[src/rtl/pc_sequencer.sv]
// pc_sequencer: registered program counter for the fetch stage.
// Handles sequential stepping, branch/jump/register-jump redirects with an
// optional delay slot, exception vectoring with EPC capture, ERET and stall.
module pc_sequencer #(
  parameter int unsigned ADDR_W     = 32,
  parameter int unsigned STEP       = 4,
  parameter logic [31:0] RESET_VEC  = 32'hBFC0_0000,
  parameter logic [31:0] EXC_VEC    = 32'h8000_0180,
  parameter int unsigned DELAY_SLOT = 1
) (
  input  logic              clk,
  input  logic              rst_n,
  input  logic              stall_i,
  input  logic              branch_i,
  input  logic [15:0]       branch_off_i,
  input  logic              jump_i,
  input  logic [25:0]       jump_tgt_i,
  input  logic              jr_i,
  input  logic [ADDR_W-1:0] jr_tgt_i,
  input  logic              exc_i,
  input  logic              eret_i,
  output logic [ADDR_W-1:0] pc_o,
  output logic [ADDR_W-1:0] pc_plus_o,
  output logic              fetch_valid_o,
  output logic [ADDR_W-1:0] epc_o,
  output logic              misalign_o,
  output logic [1:0]        state_o
);

  typedef enum logic [1:0] {
    ST_BOOT  = 2'd0,
    ST_RUN   = 2'd1,
    ST_DSLOT = 2'd2
  } state_t;

  localparam logic [ADDR_W-1:0] LP_RESET_VEC = ADDR_W'(RESET_VEC);
  localparam logic [ADDR_W-1:0] LP_EXC_VEC   = ADDR_W'(EXC_VEC);
  localparam logic [ADDR_W-1:0] LP_STEP      = ADDR_W'(STEP);

  state_t            r_state, r_state_next;
  logic [ADDR_W-1:0] r_pc, r_pc_next;
  logic [ADDR_W-1:0] r_epc, r_epc_next;
  logic [ADDR_W-1:0] r_pend, r_pend_next;
  logic              r_misalign, r_misalign_next;

  logic [ADDR_W-1:0] w_pc_plus;
  logic [ADDR_W-1:0] w_br_tgt;
  logic [ADDR_W-1:0] w_j_tgt;
  logic [ADDR_W-1:0] w_target;
  logic              w_jr_misalign;
  logic              w_redirect;

  // Link value and candidate redirect targets (all adds wrap modulo 2^ADDR_W).
  assign w_pc_plus = r_pc + LP_STEP;
  assign w_br_tgt  = w_pc_plus + {{(ADDR_W-18){branch_off_i[15]}}, branch_off_i, 2'b00};
  assign w_j_tgt   = {w_pc_plus[ADDR_W-1:28], jump_tgt_i, 2'b00};

  // jr outranks jump and branch; a misaligned jr still wins and so
  // suppresses the lower-priority requests in the same cycle.
  assign w_jr_misalign = jr_i & (jr_tgt_i[1:0] != 2'b00);
  assign w_redirect    = jr_i ? ~w_jr_misalign : (jump_i | branch_i);

  // Select the winning redirect target.
  always_comb begin
    w_target = w_br_tgt;
    if (jr_i) begin
      w_target = jr_tgt_i;
    end else if (jump_i) begin
      w_target = w_j_tgt;
    end
  end

  // Next-state and next-register computation for the sequencer FSM.
  always_comb begin
    r_state_next    = r_state;
    r_pc_next       = r_pc;
    r_epc_next      = r_epc;
    r_pend_next     = r_pend;
    r_misalign_next = 1'b0;
    case (r_state)
      ST_BOOT: begin
        // One settling cycle after reset: every request is ignored.
        r_state_next = ST_RUN;
      end
      ST_RUN, ST_DSLOT: begin
        if (exc_i) begin
          // Exceptions act through stall; in a delay slot the EPC points
          // back at the branch so the whole pair is re-executed.
          r_pc_next    = LP_EXC_VEC;
          r_state_next = ST_RUN;
          r_pend_next  = '0;
          r_epc_next   = (r_state == ST_DSLOT) ? (r_pc - LP_STEP) : r_pc;
        end else if (stall_i) begin
          // Hold everything; redirects presented now are simply dropped.
        end else if (eret_i) begin
          r_pc_next    = r_epc;
          r_state_next = ST_RUN;
          r_pend_next  = '0;
        end else if (r_state == ST_DSLOT) begin
          // Delay-slot fetch done: take the latched target, ignore new redirects.
          r_pc_next    = r_pend;
          r_state_next = ST_RUN;
          r_pend_next  = '0;
        end else begin
          r_misalign_next = w_jr_misalign;
          if (w_redirect && (DELAY_SLOT != 0)) begin
            r_pend_next  = w_target;
            r_pc_next    = w_pc_plus;
            r_state_next = ST_DSLOT;
          end else if (w_redirect) begin
            r_pc_next = w_target;
          end else begin
            r_pc_next = w_pc_plus;
          end
        end
      end
      default: begin
        r_state_next = ST_BOOT;
      end
    endcase
  end

  // State and datapath registers with asynchronous reset.
  always_ff @(posedge clk or negedge rst_n) begin
    if (!rst_n) begin
      r_state    <= ST_BOOT;
      r_pc       <= LP_RESET_VEC;
      r_epc      <= '0;
      r_pend     <= '0;
      r_misalign <= 1'b0;
    end else begin
      r_state    <= r_state_next;
      r_pc       <= r_pc_next;
      r_epc      <= r_epc_next;
      r_pend     <= r_pend_next;
      r_misalign <= r_misalign_next;
    end
  end

  assign pc_o          = r_pc;
  assign pc_plus_o     = w_pc_plus;
  assign epc_o         = r_epc;
  assign misalign_o    = r_misalign;
  assign state_o       = r_state;
  assign fetch_valid_o = (r_state != ST_BOOT) & ~stall_i;

endmodule

[config.mk]
export PLATFORM = sky130hd
export DESIGN_NAME = pc_sequencer
export DESIGN_NICKNAME = d
export VERILOG_FILES = /design/src/rtl/pc_sequencer.sv
export SDC_FILE = /design/constraint.sdc
export NUM_CORES = 1
export LEC_CHECK = 0
export ABC_AREA = 1
export BUFFER_PORTS_ARGS = -buffer_cell sky130_fd_sc_hd__buf_2
export CAP_MARGIN = 15
export CELL_PAD_IN_SITES_DETAIL_PLACEMENT = 1
export CELL_PAD_IN_SITES_GLOBAL_PLACEMENT = 1
export CORE_AREA = 2 2 148 150
export CTS_CLUSTER_DIAMETER = 30
export DETAILED_ROUTE_END_ITERATION = 10
export DIE_AREA = 0 0 150 152
export PLACE_DENSITY = 0.95
export SLEW_MARGIN = 40
export SYNTH_ARGS = -nofsm -noshare
export SYNTH_HDL_FRONTEND = slang
export SYNTH_SLANG_ARGS = --single-unit
[constraint.sdc]
create_clock -name clk -period 8.6 [get_ports clk]
set_clock_uncertainty 0.15 [all_clocks]
set_input_delay 0.43 -clock clk [delete_from_list [all_inputs] [get_ports clk]]
set_output_delay 0.43 -clock clk [all_outputs]
set_load 0.02 [all_outputs]
==> impl_metrics.tcl, run 1 <==
set metrics [dict create \
    nNetsFinal 1629 \
    post_cts_resized 0 \
    synth_cell_types 56 \
    max_freq_ghz 0.260 \
    final.setup.worst_slack_ns 4.75 \
    async_reset_ff_share_pct 100 \
    cts_tree "done" \
    dieArea_mm2 0.0228 \
    cp.required_ns 8.75 \
    worst_pin_slew_ns 0.804 \
    cts_buffer_depth 2 \
    ir_worst_vdd_mv 0.106 \
    synthTopCellsByArea "dfrtp_1 (26%), nand2_1 (18%), inv_1 (7.2%)" \
    syn-num-nets 1477 \
    core_area_mm2 0.0214 \
    ios 182 \
    syn2layout_area_growth_pct 15.9 \
    num_vias 10000 \
    grt_pass1_vias 10300 \
    cts_root_buffer "clkbuf_16" \
    end_kind "flop" \
    p_leak_nw 5.46 \
    slew_violations 0 \
    grt.total_usage_pct 31.9 \
    vias_per_cell 5.60 \
    cts_htree_levels 3 \
    gr-total-overflow 0 \
    worstSetupPathType "flop to flop" \
    slew_headroom_pct 46.1 \
    start_util_pct 40.9 \
    synth_top_area_share_pct 25.8 \
    worst_path_max_delay_cell "dfrtp_1" \
    synth.most_common_cell "nand2_1" \
    status "finished clean" \
    setup_tns_ns 0 \
    crit_fanout 5 \
    syn_area_per_cell_um2 6.44 \
    period_share_pct 44.8 \
    postRouteWirelength_um 36500 \
    cts_buffers 9 \
    final_hold_viol_count 0 \
    routedWlPerCell_um 20.4 \
    crit_path_frequent_cell "nand2_1" \
    synth_top_area_cell "dfrtp_1" \
    synthFlopType "dfrtp_1" \
    drt-initial-drc-count 697 \
    rows 54 \
    antenna_found_initial 1 \
    path_clk_slew_ns 0.08 \
    ys_top_cells_by_count "nand2_1 (430), inv_1 (168), nor2_1 (150)" \
    cp_cell_sequence "ha_1 > nand2_1 > nor2_4 > inv_1 > nor2_1 > xor2_1 > inv_1 > ha_1 > nand2_1 > nor2_1 > a21oi_1 > nand2_1 > xnor2_1 > o21ai_0 > nand2_1 > nand2_1" \
    num_antenna_cells 0 \
    critical_path_arrival_ns 4.00 \
    port_buffers 181 \
    cp_num_buf_inv 2 \
    hold_path.class "input port to flop" \
    critPathLaunchType "flop" \
    place_ws_ns 4.85 \
    first_pass_iters 5 \
    grt_max_degree 54 \
    drive_above_1_share_pct 17.7 \
    cp_top_family "simple AND/OR/NAND/NOR gates" \
    die_h_um 152 \
    seq_area_frac_synth_pct 28.5 \
    grt_first_pass_wirelength_um 56300 \
    max_stage_delay_ns 0.45 \
    cts.sinks 99 \
    yosysWarnings 0 \
    clk_latency_ns 0.36 \
    synth_edf_count 0 \
    synth_area_mm2 0.00873 \
    cap_violations 0 \
    rsz0062_at_grt "no" \
    place_congestion 0.946 \
    die_w_um 150 \
    drtAntennaViolNets 0 \
    finalSetupViolCount 0 \
    syn_inst 1354 \
    synth_seq_cells 99 \
    layout_min_cycle_time_ns 3.85 \
    hpwlAfterDp_um 29000 \
    route.detailed.drc 0 \
    powerDensity_mw_per_mm2 258 \
]
[registers in the layout (all words and copies together) (netlist names)]
register    cells
epc_o          32
r_pend         32
state_o         2
pc_o           32
misalign_o      1
[stage by stage]
| stage | total power, W | std cells | cell area [um^2] | util (%) | hold WS, ns |
|---|---|---|---|---|---|
| after global routing | 0.00276 | 1791 | 10100 | 47.4 | 0.126 |
| after detailed placement | 0.00212 | 1774 | 9780 | 45.8 | 0.322 |
| after global placement | 0.00207 | 1774 | 9780 | 45.8 | 0.314 |
| after floorplan | 0.00163 | 1354 | 8730 | - | -0.0156 |
| final | 0.00261 | 1791 | 10100 | 47.4 | 0.116 |
| after CTS | 0.00259 | 1791 | 10100 | 47.4 | 0.109 |
[power by group]
group          internal (W)  total (W)  switching, W
clock              0.000263   0.000459      0.000196
sequential         0.000606   0.000762      0.000155
combinational      0.000409    0.00139      0.000977
total               0.00128    0.00261       0.00133
[per-layer routing]
metal	wire length (um)	global-route usage, %	vias to the layer above	part of all wire [%]
met4	1480	13.5	0	4.1
met3	2070	3.30	87	5.7
met2	17500	54.3	387	48
li1	-	-	4649	-
met5	0	0	-	0
met1	15400	40.9	4907	42
[worst reg2reg max path, stage by stage, from the launching register on]
cell     delay (ns)
dfrtp_1        0.45
ha_1           0.28
nand2_1        0.14
nor2_4         0.14
inv_1          0.09
nor2_1         0.31
xor2_1         0.26
inv_1          0.15
ha_1           0.40
nand2_1        0.16
nor2_1         0.35
a21oi_1        0.13
nand2_1        0.25
xnor2_1        0.09
o21ai_0        0.28
nand2_1        0.09
nand2_1        0.07
[logic make-up (layout without fill, tap and decap cells)]
logic type | Yosys count | count (layout) | synth area share [%]
and+or+nand+nor | 729 | 729 | 35.9
xor gates and xnor gates | 44 | 44 | 4.50
buffers and inverters | 224 | 381 | 10.5
AOI/OAI and AO/OA | 217 | 217 | 14.6
DFF | 99 | 99 | 28.5
adders and majority gates | 41 | 41 | 5.97
[final cells by class]
| cell class | count | area [um^2] |
|---|---|---|
| fillers | 2964 | 11200 |
| multi-input cells | 1031 | 5320 |
| flip-flops and latches | 99 | 2490 |
| repair buffers | 187 | 956 |
| inverters | 178 | 676 |
| well taps | 280 | 350 |
| clock buffers | 10 | 239 |
| clock inverters | 6 | 88.8 |
[final timing paths]
path / depth (start not counted) / slack (ns) / end / start
worst max-delay path: 16 / 4.75 / r_pend[15] / pc_o[3]
worst min-delay path: 2 / 0.12 / misalign_o / stall_i
worst max register to register: 16 / 4.75 / r_pend[15] / pc_o[3]
worst min register to register: 2 / 0.34 / r_pend[31] / r_pend[31]
max in group asynchronous: 3 / 6.66 / r_pend[22] / rst_n
min in group asynchronous: 2 / 0.47 / epc_o[5] / rst_n
[placed cells by master, fill, tap and decap left out, types with 3 or more instances in the layout]
cell,Yosys,final
a21oi_1,60,60
a221oi_1,4,4
a22o_1,3,3
a22oi_1,3,3
and2_1,5,5
buf_2,13,180
buf_4,6,6
clkbuf_16,0,9
clkinv_1,1,3
dfrtp_1,90,90
dfstp_2,9,9
ha_1,40,40
inv_1,168,166
inv_2,7,7
nand2_1,430,430
nand2_2,7,7
nand3_1,63,63
nand3b_1,8,8
nand4_1,14,14
nor2_1,150,150
nor2_2,10,10
nor2_4,5,5
nor3_1,12,12
nor3_2,7,7
nor4_1,4,4
o211ai_1,14,14
o21ai_0,78,78
o21ai_1,11,11
o21ai_2,3,3
o21bai_1,8,8
o221ai_1,7,7
o22ai_1,15,15
or2_2,6,6
xnor2_1,10,10
xor2_1,33,33
[timing repair]
item                       in CTS  in global routing
hold endpoints to repair       39                  0
buffers inserted                0                  0
hold buffers                    1                  0
setup endpoints to repair       0                  0
No activity file was read; power rests on OpenSTA's default activity.
==> inputs of run 2 (changes only) <==
CORE_AREA = 2 2 161 163   (was 2 2 148 150)
DIE_AREA = 0 0 163 165   (was 0 0 150 152)
PLACE_DENSITY = 0.86   (was 0.95)
clock period = 3.4 ns   (was 8.6 ns; I/O delays follow)
==> impl_metrics.tcl, run 2 (synthesis gave the netlist of run 1 again) <==
set metrics [dict create \
    syn2layout_area_growth_pct 29.7 \
    place_congestion 0.996 \
    worstSetupPathType "flop to flop" \
    cp_top_family "simple AND/OR/NAND/NOR gates" \
    regArea_mm2 0.00250 \
    grt_first_pass_wirelength_um 60000 \
    final_hold_viol_count 1 \
    antenna_found_initial 0 \
    cap_violations 0 \
    ir_worst_vdd_mv 0.240 \
    num_antenna_cells 0 \
    grt_max_degree 61 \
    max_freq_ghz 0.301 \
    drtAntennaViolNets 0 \
    nNetsFinal 1715 \
    start_util_pct 34.9 \
    p_leak_nw 5.93 \
    end_kind "flop" \
    fillCellCount 3386 \
    postRouteWirelength_um 40900 \
    holdWs_ns -0.00386 \
    hpwlAfterDp_um 31300 \
    status "finished, violations left" \
    num_vias 10500 \
    drive_above_1_share_pct 26.9 \
    ios 182 \
    clk_latency_ns 0.36 \
    cts_htree_levels 3 \
    first_pass_iters 6 \
    cts_buffers 9 \
    fin_util_pct 45.2 \
    gr-total-overflow 0 \
    crit_fanout 5 \
    multi_input_area_mm2 0.00579 \
    cts_tree "done" \
    max_stage_delay_ns 0.44 \
    path_clk_slew_ns 0.08 \
    powerDensity_mw_per_mm2 623 \
    rows 58 \
    cp_cell_sequence "inv_1 > nor2_4 > nand3_2 > inv_2 > nand3_2 > nor2_2 > nand2_2 > xnor2_4 > ha_2 > a21oi_1 > o21ai_0 > nand2_1 > nand2_1 > a21oi_2 > nand3_1 > nand3_1 > nand2_1 > nand2_1 > nand2_1" \
    grt_pass1_vias 10600 \
    final_common_cell "nand2_1" \
    critical_path_arrival_ns 3.41 \
    cts_buffer_depth 2 \
    dieArea_mm2 0.0269 \
    p_total_w 0.00705 \
    routedWlPerCell_um 21.2 \
    crit_path_frequent_cell "nand2_1" \
    grt.total_usage_pct 29.3 \
    die_w_um 163 \
    drt-initial-drc-count 847 \
    cts.sinks 99 \
    slew_violations 0 \
    cts_root_buffer "clkbuf_16" \
    period_share_pct 97.6 \
    critPathLaunchType "flop" \
    final_cell_mix "nand2_1 (412), buf_2 (180), inv_1 (161)" \
    die_h_um 165 \
    dpl_cell_area_mm2 0.0103 \
    layout_min_cycle_time_ns 3.32 \
    setup_tns_ns 0 \
    violations "negative hold slack" \
    route.detailed.drc 0 \
    cp_num_buf_inv 2 \
    hold_path.class "input port to flop" \
    worst_path_max_delay_cell "dfrtp_1" \
    worst_pin_slew_ns 0.832 \
    cp.required_ns 3.49 \
    vias_per_cell 5.43 \
    slew_headroom_pct 44.2 \
    port_buffers 181 \
    final_cell_area_mm2 0.0113 \
    finalSetupViolCount 0 \
    core_area_mm2 0.0250 \
]
-- run 2: changes by cell type in the layout (fill, tap and decap cells not counted), sizes merged --
cell,change
dlygate4sd3,+11
buf,+75
clkbuf,+2
bufinv,-2
-- run 2: worst min-delay path: cells and delay by family --
kind	cells	cell delay [ns]
simple gates	3	0.17
buf+inv	1	0.08
compound gates	1	0.06
-- run 2: cell type report --
class	count	area share, %
inverter	178	5.97
multi-input combinational	1031	51.2
clock inverter	4	0.221
sequential	99	22.1
tap	330	3.65
timing repair buffer	273	14.6
clock buffer	12	2.27
-- run 2: per-stage QoR --
stage                     hold WS, ns  instances  setup slack, ns
after floorplan                -0.276       1354            0.267
after global placement          0.171       1879          -0.0411
after detailed placement        0.176       1879          -0.0772
after CTS                    0.000411       1912          0.00484
after global routing           0.0317       1927           -0.114
final                        -0.00386       1927           0.0832
-- run 2: timing repair --
item / 4_1_cts / 5_1_grt
gates cloned: 0 / 0
setup endpoints to repair: 7 / 20
endpoints found under the hold margin: 65 / 0
hold buffers: 12 / 0
pin swaps: 2 / 23
gates resized for setup: 11 / 106
setup buffers: 5 / 14
-- run 2: final timing paths --
kind | slack [ns] | to | cells after the start | from
setup / recovery | 0.08 | r_pend[30] | 19 | pc_o[2]
hold / removal | -0.004 | r_pend[23] | 5 | jump_tgt_i[21]
setup reg to reg | 0.08 | r_pend[30] | 19 | pc_o[2]
hold reg to reg | 0.34 | r_pend[18] | 2 | r_pend[18]
max in group asynchronous | 2.13 | pc_o[26] | 3 | rst_n
min in group asynchronous | 0.23 | epc_o[9] | 2 | rst_n
-- run 2: routing by layer --
metal,share of wire [%],global-route usage [%],vias to the layer above
met1,42,38.1,5104
li1,-,-,4818
met4,4.0,11.9,0
met5,0,0,-
met2,48,49.6,438
met3,6.5,3.11,96
-- run 2: power breakdown --
group          switching (W)  internal, W
sequential          0.000377      0.00154
combinational        0.00276      0.00134
clock               0.000506     0.000536
total                0.00364      0.00341
==> inputs of run 3 (changes only) <==
--- a/config.mk
+++ b/config.mk
@@ -15,5 +15,6 @@
 export DETAILED_ROUTE_END_ITERATION = 10
 export DIE_AREA = 0 0 163 165
-export PLACE_DENSITY = 0.86
+export GPL_ROUTABILITY_DRIVEN = 0
+export PLACE_DENSITY = 0.77
 export SLEW_MARGIN = 40
 export SYNTH_ARGS = -nofsm -noshare
--- a/constraint.sdc
+++ b/constraint.sdc
@@ -3,3 +3,3 @@
 set_input_delay 0.17 -clock clk [delete_from_list [all_inputs] [get_ports clk]]
 set_output_delay 0.17 -clock clk [all_outputs]
-set_load 0.02 [all_outputs]
+set_load 0.005 [all_outputs]
==> impl_metrics.tcl, run 3 (synthesis gave the netlist of run 1 again) <==
set metrics [dict create \
    antenna_found_initial 0 \
    wl_met2_um 18600 \
    max_stage_delay_ns 0.42 \
    dieArea_mm2 0.0269 \
    gr-total-overflow 0 \
    die_h_um 165 \
    grt_pass1_vias 10600 \
    cts.sinks 99 \
    cts_root_buffer "clkbuf_16" \
    worst_pin_slew_ns 0.795 \
    routedWlPerCell_um 20.3 \
    clk_latency_ns 0.37 \
    die_w_um 163 \
    syn2layout_area_growth_pct 30.1 \
    core_area_mm2 0.0250 \
    final_hold_viol_count 0 \
    critPathLaunchType "flop" \
    rsz0062_at_grt "yes" \
    cts_tree "done" \
    postRouteWirelength_um 39300 \
    cp_top_family "simple AND/OR/NAND/NOR gates" \
    status "finished clean" \
    hold_path.class "input port to flop" \
    cp_num_buf_inv 2 \
    start_util_pct 34.9 \
    grt_max_degree 59 \
    final_cell_mix "nand2_1 (407), buf_2 (180), inv_1 (159)" \
    period_share_pct 97.8 \
    final_common_cell "nand2_1" \
    dr.max_layer_used "met4" \
    drtAntennaViolNets 0 \
    grt_first_pass_wirelength_um 58700 \
    cp.required_ns 3.50 \
    cts_buffer_depth 2 \
    slew_violations 0 \
    layout_min_cycle_time_ns 3.33 \
    num_vias 10400 \
    hpwlAfterDp_um 30100 \
    wl_met1_um 17100 \
    worst_path_max_delay_cell "dfrtp_1" \
    vias_per_cell 5.38 \
    route.detailed.drc 0 \
    crit_path_frequent_cell "nand2_1" \
    finalNonFillerCells 1930 \
    drt-initial-drc-count 924 \
    met3WireLength_um 2200 \
    cp_cell_sequence "ha_2 > nand2_2 > nor2_4 > nand2_4 > nor2_4 > nand3_4 > inv_2 > nand2_1 > nand2_1 > inv_1 > ha_4 > nand2_2 > nor4_1 > nand2_1 > nand2_1 > nand2_1 > nand3_1 > nand2_1 > nand2_1 > nand2_1" \
    finalSetupViolCount 0 \
    p_total_w 0.00661 \
    p_leak_nw 5.93 \
    powerDensity_mw_per_mm2 582 \
    critical_path_arrival_ns 3.43 \
    grt.total_usage_pct 28.7 \
    cts_buffers 9 \
    drive_above_1_share_pct 26.9 \
    nNetsFinal 1718 \
    crit_fanout 5 \
    num_antenna_cells 0 \
    ir_worst_vdd_mv 0.261 \
    path_clk_slew_ns 0.08 \
    ios 182 \
    cap_violations 0 \
    cts_htree_levels 3 \
    port_buffers 181 \
    max_freq_ghz 0.301 \
    worstSetupPathType "flop to flop" \
    first_pass_iters 5 \
    rows 58 \
    dp_cells 1875 \
    slew_headroom_pct 46.9 \
    end_kind "flop" \
]
-- run 3: cell count changes in the layout (fill, tap and decap cells not counted), moves of 4 or more --
cell / previous run / this run
nand2_1: 412 / 407
dlygate4sd3_1: 12 / 20
nand2_2: 21 / 27
buf_4: 78 / 73
inv_2: 12 / 16
-- run 3: what timing repair did --
item | in CTS | in global routing
endpoints found under the setup margin | 9 | 19
hold buffers | 20 | 0
pin swaps | 0 | 28
gates resized for setup | 5 | 111
endpoints found under the hold margin | 65 | 0
cloned | 0 | 0
setup buffers | 1 | 18
-- run 3: path summary, 6_finish.rpt --
check | from | cells after the start | end | slack (ns)
setup reg to reg | pc_o[2] | 20 | r_pend[20] | 0.07
hold / removal | jr_tgt_i[25] | 5 | r_pend[25] | 0.007
min in group asynchronous | rst_n | 2 | epc_o[5] | 0.19
max in group asynchronous | rst_n | 3 | pc_o[29] | 2.20
hold reg to reg | r_pend[28] | 2 | r_pend[28] | 0.34
setup / recovery | pc_o[2] | 20 | r_pend[20] | 0.07
-- run 3: through the flow --
| step | cell area, um^2 | TNS (ns) | util (%) | hold slack (ns) | setup slack [ns] |
|---|---|---|---|---|---|
| floorplan | 8730 | 0 | - | -0.276 | 0.476 |
| CTS | 10800 | 0 | 43.0 | 0.0111 | 0.0152 |
| finish | 11400 | 0 | 45.4 | 0.00660 | 0.0741 |
| detailed placement | 10200 | -0.298 | 40.9 | 0.162 | -0.163 |
| global route | 11400 | -0.704 | 45.4 | 0.0335 | -0.0924 |
| global placement | 10200 | 0 | 40.9 | 0.161 | 0.00359 |
-- run 3: layout make-up --
type / count / area, um^2
multi-input cells: 1031 / 5780
well taps: 330 / 413
clock inverters: 4 / 52.6
inverters: 178 / 676
fillers: 3333 / 13700
clock buffers: 12 / 246
flip-flops and latches: 99 / 2500
repair buffers: 276 / 1690
-- run 3: where the power goes --
part / switching, W / internal, W
Combinational: 0.00232 / 0.00130
Clock: 0.000496 / 0.000592
Sequential: 0.000353 / 0.00154
Total: 0.00317 / 0.00343
-- run 3: routing by layer --
metal | up-vias | GRT usage, %
li1 | 4821 | -
met1 | 5091 | 38.4
met2 | 397 | 46.7
met3 | 75 | 2.56
met4 | 0 | 13.8
met5 | - | 0
-- run 3: tightest hold or removal path, stage by stage --
cell and delay (ns):
buf_2 0.08, nor2_1 0.04, nor2_1 0.10, nand2_1 0.06
nand2_1 0.05
